**src/rtl/inst_fetch.sv**
```systemverilog
// Instruction fetch: takes one PC, reads four bytes, and assembles them little-endian into a 32-bit word.
// The word is valid 5 cycles after PC accept when grants are continuous. The word is held until decode takes it. rdy_in pauses the stage and flush_in discards the fetch.
module inst_fetch #(
  parameter int ADDR_WIDTH = 32
) (
  input  logic                  clk_in,
  input  logic                  rst_in,
  input  logic                  rdy_in,
  input  logic [ADDR_WIDTH-1:0] pc_in,
  input  logic                  pc_valid_in,
  output logic                  pc_ready_out,
  output logic                  mem_rd_en_out,
  output logic [ADDR_WIDTH-1:0] mem_addr_out,
  input  logic                  mem_grant_in,
  input  logic [7:0]            mem_din_in,
  input  logic                  flush_in,
  output logic [31:0]           inst_out,
  output logic [ADDR_WIDTH-1:0] inst_pc_out,
  output logic                  inst_valid_out,
  input  logic                  id_ready_in
);

  typedef enum logic [1:0] {
    IDLE  = 2'd0,
    FETCH = 2'd1,
    HOLD  = 2'd2
  } state_t;

  state_t                state;
  state_t                state_nxt;
  logic [ADDR_WIDTH-1:0] base;
  logic [2:0]            req_idx;
  logic [2:0]            rcv_idx;
  logic                  pend;

  logic                  accept;
  logic                  grant_take;
  logic                  last_done;
  logic                  complete;
  logic                  retire;

  assign pc_ready_out  = (state == IDLE) & ~flush_in & rdy_in;
  assign mem_rd_en_out = (state == FETCH) & (req_idx < 3'd4) & rdy_in;
  assign mem_addr_out  = base + ADDR_WIDTH'(req_idx);

  assign accept     = pc_valid_in & pc_ready_out;
  assign grant_take = mem_rd_en_out & mem_grant_in;
  // Lane 3 may land while paused; rcv_idx==4 remembers that so completion happens once rdy_in returns.
  assign last_done  = (pend & (rcv_idx == 3'd3)) | (rcv_idx == 3'd4);
  assign complete   = (state == FETCH) & rdy_in & last_done;
  assign retire     = (state == HOLD) & rdy_in & id_ready_in;

  always_comb begin
    state_nxt = state;
    if (flush_in) begin
      state_nxt = IDLE;
    end else begin
      case (state)
        IDLE:    if (accept)   state_nxt = FETCH;
        FETCH:   if (complete) state_nxt = HOLD;
        HOLD:    if (retire)   state_nxt = IDLE;
        default: state_nxt = IDLE;
      endcase
    end
  end

  always_ff @(posedge clk_in or negedge rst_in) begin
    if (!rst_in) begin
      state <= IDLE;
    end else begin
      state <= state_nxt;
    end
  end

  always_ff @(posedge clk_in or negedge rst_in) begin
    if (!rst_in) begin
      base           <= '0;
      req_idx        <= '0;
      rcv_idx        <= '0;
      pend           <= 1'b0;
      inst_out       <= '0;
      inst_pc_out    <= '0;
      inst_valid_out <= 1'b0;
    end else if (flush_in) begin
      req_idx        <= '0;
      rcv_idx        <= '0;
      pend           <= 1'b0;
      inst_valid_out <= 1'b0;
    end else begin
      pend <= grant_take;
      if (grant_take) begin
        req_idx <= req_idx + 3'd1;
      end
      // Memory returns a granted byte regardless of rdy_in, so capture is not gated by it.
      if (pend) begin
        inst_out[{rcv_idx[1:0], 3'b000} +: 8] <= mem_din_in;
        rcv_idx <= rcv_idx + 3'd1;
      end
      if (accept) begin
        base    <= pc_in;
        req_idx <= '0;
        rcv_idx <= '0;
      end
      if (complete) begin
        inst_valid_out <= 1'b1;
        inst_pc_out    <= base;
      end
      if (retire) begin
        inst_valid_out <= 1'b0;
      end
    end
  end

endmodule

```
**config.mk**
```make
export PLATFORM = sky130hd
export DESIGN_NAME = inst_fetch
export DESIGN_NICKNAME = d
export VERILOG_FILES = /design/src/rtl/inst_fetch.sv
export SDC_FILE = /design/constraint.sdc
export NUM_CORES = 1
export LEC_CHECK = 0
export ABC_AREA = 1
export BUFFER_PORTS_ARGS = -buffer_cell sky130_fd_sc_hd__buf_4
export CORE_ASPECT_RATIO = 1.25
export CORE_MARGIN = 8
export CORE_UTILIZATION = 35
export DETAILED_ROUTE_END_ITERATION = 12
export PLACE_DENSITY_LB_ADDON = 0.15
export SYNTH_ARGS = -nofsm -noshare
export SYNTH_HDL_FRONTEND = slang
export SYNTH_SLANG_ARGS = --single-unit
```
**constraint.sdc**
```tcl
create_clock -name clk_in -period 3.75 [get_ports clk_in]
set_clock_uncertainty 0.1 [all_clocks]
set_input_delay 0.1875 -clock clk_in [delete_from_list [all_inputs] [get_ports clk_in]]
set_output_delay 0.1875 -clock clk_in [all_outputs]
set_load 0.1 [all_outputs]
```
## Word-level counts from Yosys, hierarchy flattened

Cells that the tools add are included.

| operators by class | value |
|---|---|
| bitwise operators | 13 |
| magnitude comparators | 1 |
| $add $sub $neg | 4 |
| muxes and demuxes | 16 |
| shift-type cells | 2 |
| equal/unequal tests | 7 |
| reductions and logical operators | 8 |

Operators with widths:

| kind | count |
|---|---|
| 32-bit by 3-bit adder with 32-bit output | 1 |
| 32-bit bitwise mux | 1 |
| 8-bit by 7-bit variable shift with 32-bit output (first input constant) | 1 |
| 8-bit by 7-bit variable part select with 32-bit output | 1 |
| 3-bit two-way mux | 6 |
| 1-bit bitwise AND | 11 |
| 3-bit != test (second input constant) | 3 |
| 3-bit nonzero test | 3 |
| 2-bit two-way mux | 4 |
| 5-bit negation with 7-bit output | 1 |
| 3-bit by 1-bit adder with 3-bit output (second input constant) | 2 |
| 2-bit case mux with 3 select lines | 1 |
| 2-bit AND reduction | 3 |
| 1-bit two-way mux | 4 |
| 3-bit by 2-bit equality test with 1-bit output (second input constant) | 1 |
| 3-bit equality test (second input constant) | 1 |
| 3-bit < comparator (second input constant) | 1 |
| 3-bit AND reduction | 1 |
| 2-bit by 1-bit equality test with 1-bit output (second input constant) | 1 |
| 2-bit equality test (second input constant) | 1 |
| 2-bit zero test | 1 |
| 1-bit inverter | 1 |
| 1-bit bitwise OR | 1 |

| storage, ports and cells | value |
|---|---|
| flip-flop bits (word level) | 106 |
| output and inout port bits | 99 |
| logic and storage cells | 59 |
| input port bits | 47 |

## Depth between registers and ports, before layout

Gate-level depths: netlist (run 1).

| depth | value |
|---|---|
| word-level depth | 7 |
| mapped depth | 9 |
| gate-level depth less buffers | 9 |

## Worst setup path before layout (run 1)

Ideal clock, no wire load.

| timing path | value |
|---|---|
| kind | register to output |
| start | register state[1] |
| end | output port pc_ready_out |
| path buffers | 0 |
| required time | 3.462 ns |
| stages on the path, launching flop included | 2 |
| slack | 0.182 ns |
| arrival time | 3.280 ns |
| cell sequence | dfrtp_1 -> nor4_1 |

| on the way | value |
|---|---|
| cells in the longest elaborated chain, start to end | 3 |

RTL lines:

| what | RTL line | text |
|---|---|---|
| start: declaration | 29 | `state_t state;` |
| start signal: assignment | 71 | `state <= state_nxt;` |
| 2-bit zero test | 42 | `assign pc_ready_out = (state == IDLE) & ~flush_in & rdy_in;` |
| 1-bit bitwise AND (2 in series) | 42 |  |
| end: declaration | 11 | `output logic pc_ready_out,` |

No other way between the ends.

## Final worst setup path (run 1)

| timing path | value |
|---|---|
| start | register base[0] |
| end | output port mem_addr_out[26] |

| on the way | value |
|---|---|
| cells in the longest elaborated chain, start to end | 1 |

RTL lines:

| what | RTL line | text |
|---|---|---|
| start: declaration | 31 | `logic [ADDR_WIDTH-1:0] base;` |
| start signal: assignment | 100 | `base <= pc_in;` |
| 32-bit by 3-bit adder with 32-bit output | 44 | `assign mem_addr_out = base + ADDR_WIDTH'(req_idx);` |
| end: declaration | 13 | `output logic [ADDR_WIDTH-1:0] mem_addr_out,` |

No other way between the ends.

==> metrics.md, run 1 <==
| Metric | Value |
|---|---|
| Fmax achieved | `0.370 GHz` |
| Period utilisation layout | `72.0%` |
| # H-tree levels | `3` |
| Inst Count DP | `992` |
| Gpl congestion | `0.825` |
| Share of power burned in registers | `37.5%` |
| CP top delay family | `simple AND/OR/NAND/NOR gates` |
| DIE AREA | `19400 um^2` |
| Cell mode on critical path | `nand2_1` |
| Vias | `5039` |
| Cell variety after synth | `30` |
| Cell area after technology mapping | `5320 um^2` |
| Class of the most critical setup path | `reg2out` |
| Initial DRC Count | `301` |
| Crit path buffers/inverters | `1` |
| Final Setup Violations | `0` |
| RSZ-0062 raised after global routing | `false` |
| Filler cells | `1494` |
| 1st-pass router iterations | `5` |
| Worst VDD drop | `417 uV` |
| Clk Latency, worst-skew pair | `0.35 ns` |
| Largest stage delay on the critical path | `0.41 ns` |
| Die Height | `154 um` |
| Syn-to-layout area delta | `34.7%` |
| Mapped Avg Cell Area | `7.83 um^2` |
| Setup TNS | `0 ns` |
| Max_cap viols | `0` |
| Most frequent cells in the layout | `247 x nand2_1, 148 x buf_4, 106 x dfrtp_1` |
| Final instance area | `7160 um^2` |
| Drt drc | `0` |
| CTS Root Cell | `clkbuf_16` |
| Cell Rows | `50` |
| Critical path peak fanout | `6` |
| Initial Util | `35.6%` |
| CTS buffer count | `9` |
| Nets@finish | `904` |
| Commonest non-fill, non-tap cell in the layout | `nand2_1` |
| Crit path depth | `10` |
| Pint | `2.16 mW` |
| Hold Crit Depth | `3` |
| Final WL | `16100 um` |
| CP Capture Type | `output pin` |
| Chip width | `126 um` |
| Dpl cell area | `6550 um^2` |
| I/O pin count | `146` |
| Synth Register Bits | `106` |
| Hold WC Path Type | `in2reg` |
| Number of global-route vias before repair | `5075` |
| Leakage | `3.86 nW` |
| Startpoint class of the critical path | `register` |
| WL/cell | `15.6 um` |
| WP data required | `3.46 ns` |
| Combinational fraction of design power | `32.1%` |
| Final min period | `2.70 ns` |
| WHS | `0.00385 ns` |
| GRT Util Overall | `16.8%` |
| Ant. Diodes | `0` |
| FF-to-FF path depth | `8` |
| Hpwl dp | `12200 um` |
| Critical path data arrival time | `2.41 ns` |
| Status | `completed` |
| ANT nets after route | `0` |
| Sequential cell area fraction in the yosys report | `49.9%` |
| Synth warn | `0` |
| Final hold violations | `0` |
| Layout cell share with drive strength beyond 1 | `21.9%` |
| CP max stage cell | `dfrtp_1` |
| Total gr overflow | `0` |
| IO buf count | `145` |
| Switch Pwr | `1.47 mW` |
| Least-Margin Pin Slew | `1.06 ns` |
| Clock Power Share | `30.4%` |
| Final cell count without fillers | `1034` |
| Critical path cell sequence | `ha_1 > fa_1 > nand3_1 > nand2_2 > nand2_1 > nor2_1 > nand2_1 > nand2_1 > nand2_1 > buf_4` |
| P per Cell Area | `506 nW/um^2` |
| Syn Inst Count | `679` |
| CTS Sinks | `106` |
| Global-route wire length before repair | `26200 um` |
| CTS tree | `done` |
| Pin count of the biggest net entering global routing | `84` |
| Antenna violations before repair | `0` |
| Slew Limit Fails | `0` |
| Rel. slew slack | `29.3%` |
| Post-synth net total | `736` |
| CTS clk-pin slew, worst paths | `0.07 ns` |
| Mean number of vias per cell | `4.87` |
| Max clock buf depth | `2` |
| CORE AREA | `15000 um^2` |
| PostCTS Resize Cnt | `0` |
| Switching Share | `40.5%` |
registers in the layout, summed over array words and instances (netlist names):
register        cells
pend                1
req_idx             3
rcv_idx             3
inst_out           32
inst_valid_out      1
inst_pc_out        32
base               32
state               2
worst reg2reg max path, stage by stage (launching register included):
cell and delay (ns):
dfrtp_1 0.61, clkinv_1 0.36, ha_1 0.35, inv_2 0.15
o21ai_2 0.11, nand3_4 0.16, clkinv_2 0.34, nand2_1 0.17
nand2_1 0.06
metal layers:
metal | up-vias | part of all wire [%] | GRT usage [%]
li1 | 2484 | - | -
met1 | 2378 | 43 | 20.1
met2 | 157 | 50 | 28.9
met3 | 20 | 5.4 | 3.91
met4 | 0 | 1.4 | 5.51
met5 | - | 0 | 0
power by group through the flow:
stage,combinational (mW),sequential (mW),clock [mW]
after global placement,1.14,1.38,0
after global routing,1.22,1.37,1.18
final,1.16,1.36,1.10
after detailed placement,1.15,1.38,0
after floorplan,0.753,1.45,0
after CTS,1.17,1.36,1.13
area by class of cell:
| cell class | instances | area, um^2 | share of cell area (%) |
|---|---|---|---|
| flip-flops and latches | 106 | 2650 | 37.0 |
| well taps | 182 | 228 | 3.18 |
| repair buffers | 174 | 1370 | 19.2 |
| inverters | 64 | 241 | 3.37 |
| clock inverters | 6 | 111 | 1.56 |
| clock buffers | 10 | 239 | 3.34 |
| multi-input cells | 492 | 2320 | 32.4 |
cell usage after synthesis:
cell type | n | area [um^2]
a21oi_1 | 12 | 60.1
a31oi_1 | 1 | 6.26
buf_2 | 4 | 20.0
buf_4 | 4 | 30.0
buf_6 | 3 | 33.8
clkbuf_1 | 6 | 22.5
clkinv_1 | 1 | 3.75
clkinv_2 | 1 | 5.00
dfrtp_1 | 106 | 2650
fa_1 | 1 | 20.0
ha_1 | 9 | 113
inv_1 | 59 | 221
inv_2 | 3 | 11.3
nand2_1 | 247 | 927
nand2_2 | 4 | 25.0
nand3_1 | 40 | 200
nand3_4 | 2 | 35.0
nand3b_1 | 10 | 75.1
nand4_1 | 5 | 31.3
nor2_1 | 55 | 206
nor2_2 | 7 | 43.8
nor2_4 | 3 | 33.8
nor3_2 | 1 | 10.0
nor4_1 | 1 | 6.26
o21ai_0 | 67 | 335
o21ai_1 | 12 | 60.1
o21ai_2 | 1 | 8.76
or2_2 | 1 | 6.26
xnor2_1 | 7 | 61.3
xor2_1 | 6 | 52.6
final timing paths:
check | from | to | slack, ns
worst max-delay path | base[0]$_DFFE_PN0P_ | mem_addr_out[26] | 1.05
max in group asynchronous | rst_in | inst_out[30]$_DFFE_PN0P_ | 2.17
worst min-delay path | pc_in[18] | base[18]$_DFFE_PN0P_ | 0.004
worst min register to register | inst_pc_out[12]$_DFFE_PN0P_ | inst_pc_out[12]$_DFFE_PN0P_ | 0.39
min in group asynchronous | rst_in | inst_out[0]$_DFFE_PN0P_ | 0.49
worst max register to register | rcv_idx[0]$_DFFE_PN0P_ | inst_pc_out[4]$_DFFE_PN0P_ | 1.23
repair_timing:
item | CTS | global route
setup buffers | 0 | 0
hold buffers | 26 | 0
hold endpoints to repair | 107 | 0
per-stage QoR:
stage | util, % | setup slack [ns] | total power, mW
floorplan | - | 0.182 | 2.21
global placement | 43.8 | 1.38 | 2.52
detailed placement | 43.8 | 1.26 | 2.53
CTS | 47.9 | 1.04 | 3.66
global route | 47.9 | 0.945 | 3.78
finish | 47.9 | 1.05 | 3.62
cells by family after synthesis:
family | count (synthesis) | share of synthesized area [%]
compound gates | 93 | 8.85
xor+xnor | 13 | 2.14
fa+ha+maj | 10 | 2.49
buf+inv | 81 | 6.54
flops | 106 | 49.9
simple gates | 376 | 30.1
Power figures use the tool's default switching activity.
==> run 2, diff against run 1 <==
clock period = 2.75 ns   (was 3.75 ns; I/O delays follow)
==> metrics.md, run 2 (synthesized netlist as in run 1, its figures left out) <==
| Metric | Value |
|---|---|
| Status | `completed (unchanged)` |
| Number of global-route vias before repair | `5350 (was 5075)` |
| Hold Crit Depth | `4 (was 3)` |
| Least-Margin Pin Slew | `0.608 ns (was 1.06 ns)` |
| Startpoint class of the critical path | `register (unchanged)` |
| Critical path data arrival time | `2.35 ns (was 2.41 ns)` |
| CTS clk-pin slew, worst paths | `0.07 ns (about the same)` |
| Min-Delay Endpoint | `state[1]$_DFFE_PN0P_ (was base[18]$_DFFE_PN0P_)` |
| CTS buffer count | `9 (unchanged)` |
| Final instance area | `7380 um^2 (was 7160 um^2)` |
| Pin count of the biggest net entering global routing | `67 (was 84)` |
| Period utilisation layout | `94.2%` |
| Die Height | `154 um (unchanged)` |
| DIE AREA | `19400 um^2 (unchanged)` |
| RSZ-0062 raised after global routing | `false (unchanged)` |
| Hold WC Path Type | `in2reg (unchanged)` |
| Nets@finish | `923 (was 904)` |
| CORE AREA | `15000 um^2 (unchanged)` |
| Leakage | `3.97 nW (was 3.86 nW)` |
| Commonest non-fill, non-tap cell in the layout | `nand2_1 (unchanged)` |
| Cell mode on critical path | `nand2_1 (unchanged)` |
| Drt drc | `0 (unchanged)` |
| Dpl cell area | `6670 um^2 (was 6550 um^2)` |
| Gpl congestion | `0.867 (was 0.825)` |
| IO buf count | `145 (unchanged)` |
| Class of the most critical setup path | `reg2out (unchanged)` |
| Final min period | `2.59 ns` |
| Fmax achieved | `0.386 GHz` |
| I/O pin count | `146 (unchanged)` |
| FF-to-FF End | `inst_pc_out[31]$_DFFE_PN0P_ (was inst_pc_out[4]$_DFFE_PN0P_)` |
| Filler cells | `1442 (was 1494)` |
| Post-CTS setup buffer count | `0 (unchanged)` |
| Syn-to-layout area delta | `38.9% (was 34.7%)` |
| Slew Limit Fails | `0 (unchanged)` |
| Initial DRC Count | `231 (was 301)` |
| Max clock buf depth | `2 (unchanged)` |
| Final WL | `16000 um (was 16100 um)` |
| Clk Latency, worst-skew pair | `0.35 ns (about the same)` |
| Vias | `5022 (was 5039)` |
| Hpwl dp | `12200 um (about the same)` |
| Critical path cell sequence | `ha_1 > fa_1 > nand3_1 > nand2_2 > nand2_1 > nor2_4 > nand2_1 > nand2_1 > nand2_1 > buf_4 (was ha_1 > fa_1 > nand3_1 > nand2_2 > nand2_1 > nor2_1 > nand2_1 > nand2_1 > nand2_1 > buf_4)` |
| Global-route wire length before repair | `27000 um (was 26200 um)` |
| WL/cell | `15.2 um (was 15.6 um)` |
| CTS Sinks | `106 (unchanged)` |
| Final Setup Violations | `0 (unchanged)` |
| Final Power | `4.70 mW (was 3.62 mW)` |
| CTS tree | `done (unchanged)` |
| Antenna violations before repair | `0 (unchanged)` |
| Reg-to-Reg Start | `rcv_idx[0]$_DFFE_PN0P_ (unchanged)` |
| CTS Root Cell | `clkbuf_16 (unchanged)` |
| ANT nets after route | `0 (unchanged)` |
| Setup TNS | `0 ns (unchanged)` |
| Area of the multi-input gates | `2420 um^2 (was 2320 um^2)` |
| Ant. Diodes | `0 (unchanged)` |
| 1st-pass router iterations | `4 (was 5)` |
| Setup WS pre-CTS | `0.448 ns (was 1.26 ns)` |
| Most frequent cells in the layout | `246 x nand2_1, 149 x buf_4, 106 x dfrtp_1 (was 247 x nand2_1, 148 x buf_4, 106 x dfrtp_1)` |
| Worst VDD drop | `393 uV (was 417 uV)` |
| # H-tree levels | `3 (unchanged)` |
| Critical path peak fanout | `6 (unchanged)` |
| Final hold violations | `0 (unchanged)` |
| Hold path start | `id_ready_in (was pc_in[18])` |
| P per Cell Area | `637 nW/um^2 (was 506 nW/um^2)` |
| WHS | `0.0155 ns (was 0.00385 ns)` |
| FF-to-FF path depth | `8 (unchanged)` |
| Storage cell area | `2650 um^2 (unchanged)` |
| Cell Rows | `50 (unchanged)` |
| R2R setup slack | `0.63 ns (was 1.23 ns)` |
| WP data required | `2.51 ns (was 3.46 ns)` |
| Core Util, Final | `49.4% (was 47.9%)` |
| Max_cap viols | `0 (unchanged)` |
| CP max stage cell | `dfrtp_1 (unchanged)` |
| Total gr overflow | `0 (unchanged)` |
| Chip width | `126 um (unchanged)` |
| Biggest regs | `base x32, inst_out x32, inst_pc_out x32 (unchanged)` |
| Rel. slew slack | `59.5% (was 29.3%)` |
| GRT Util Overall | `17.2% (was 16.8%)` |
| CP Capture Type | `output pin (unchanged)` |
| Initial Util | `35.6% (unchanged)` |
| Final cell count without fillers | `1052 (was 1034)` |
| Mean number of vias per cell | `4.77 (was 4.87)` |
| Largest stage delay on the critical path | `0.41 ns (about the same)` |
| Layout cell share with drive strength beyond 1 | `23.2% (was 21.9%)` |
| Inst Count DP | `994 (was 992)` |
| Fin worst setup slack | `0.160 ns (was 1.05 ns)` |
## run 2: layout make-up
cell class	instances	share of cell area (%)
timing repair buffer	193	21.2
inverter	64	3.27
clock inverter	5	0.525
sequential	106	35.9
tap	182	3.08
multi-input combinational	492	32.7
clock buffer	10	3.24
## run 2: what timing repair did
action                     4_1_cts  5_1_grt
hold buffers                    43        0
resized for setup                0        1
setup endpoints to repair        0        3
hold endpoints to repair       124        0
## run 2: worst max-delay path by stage
stage | start | to | slack [ns] | cells after the start
CTS | req_idx[0]$_DFFE_PN0P_ | mem_addr_out[26] | 0.07 | 10
global placement | base[0]$_DFFE_PN0P_ | mem_addr_out[24] | 0.47 | 10
finish | req_idx[0]$_DFFE_PN0P_ | mem_addr_out[30] | 0.16 | 10
detailed placement | req_idx[0]$_DFFE_PN0P_ | mem_addr_out[26] | 0.45 | 10
global route | base[0]$_DFFE_PN0P_ | mem_addr_out[30] | 0.02 | 10
floorplan | base[0]$_DFFE_PN0P_ | mem_addr_out[2] | 0.09 | 3
## run 2: worst max-delay path, delay by kind of cell, from the launching register on
family        cells  cell delay, ns
buf+inv           1            0.28
simple gates      7            0.68
fa+ha+maj         2            0.63
flops             1            0.41
## run 2: power by group
group | switching [mW] | internal [mW]
combinational | 1.24 | 0.385
clock | 0.596 | 0.641
sequential | 0.170 | 1.68
## run 2: metal layers
metal  part of all wire, %  wire (um)  vias to the layer above  global-route usage (%)
li1                      -          -                     2517                       -
met3                   6.4       1020                       23                    3.98
met5                     0          0                        -                       0
met1                    40       6380                     2346                    19.2
met4                   2.5        399                        0                    6.66
met2                    51       8230                      136                    30.9
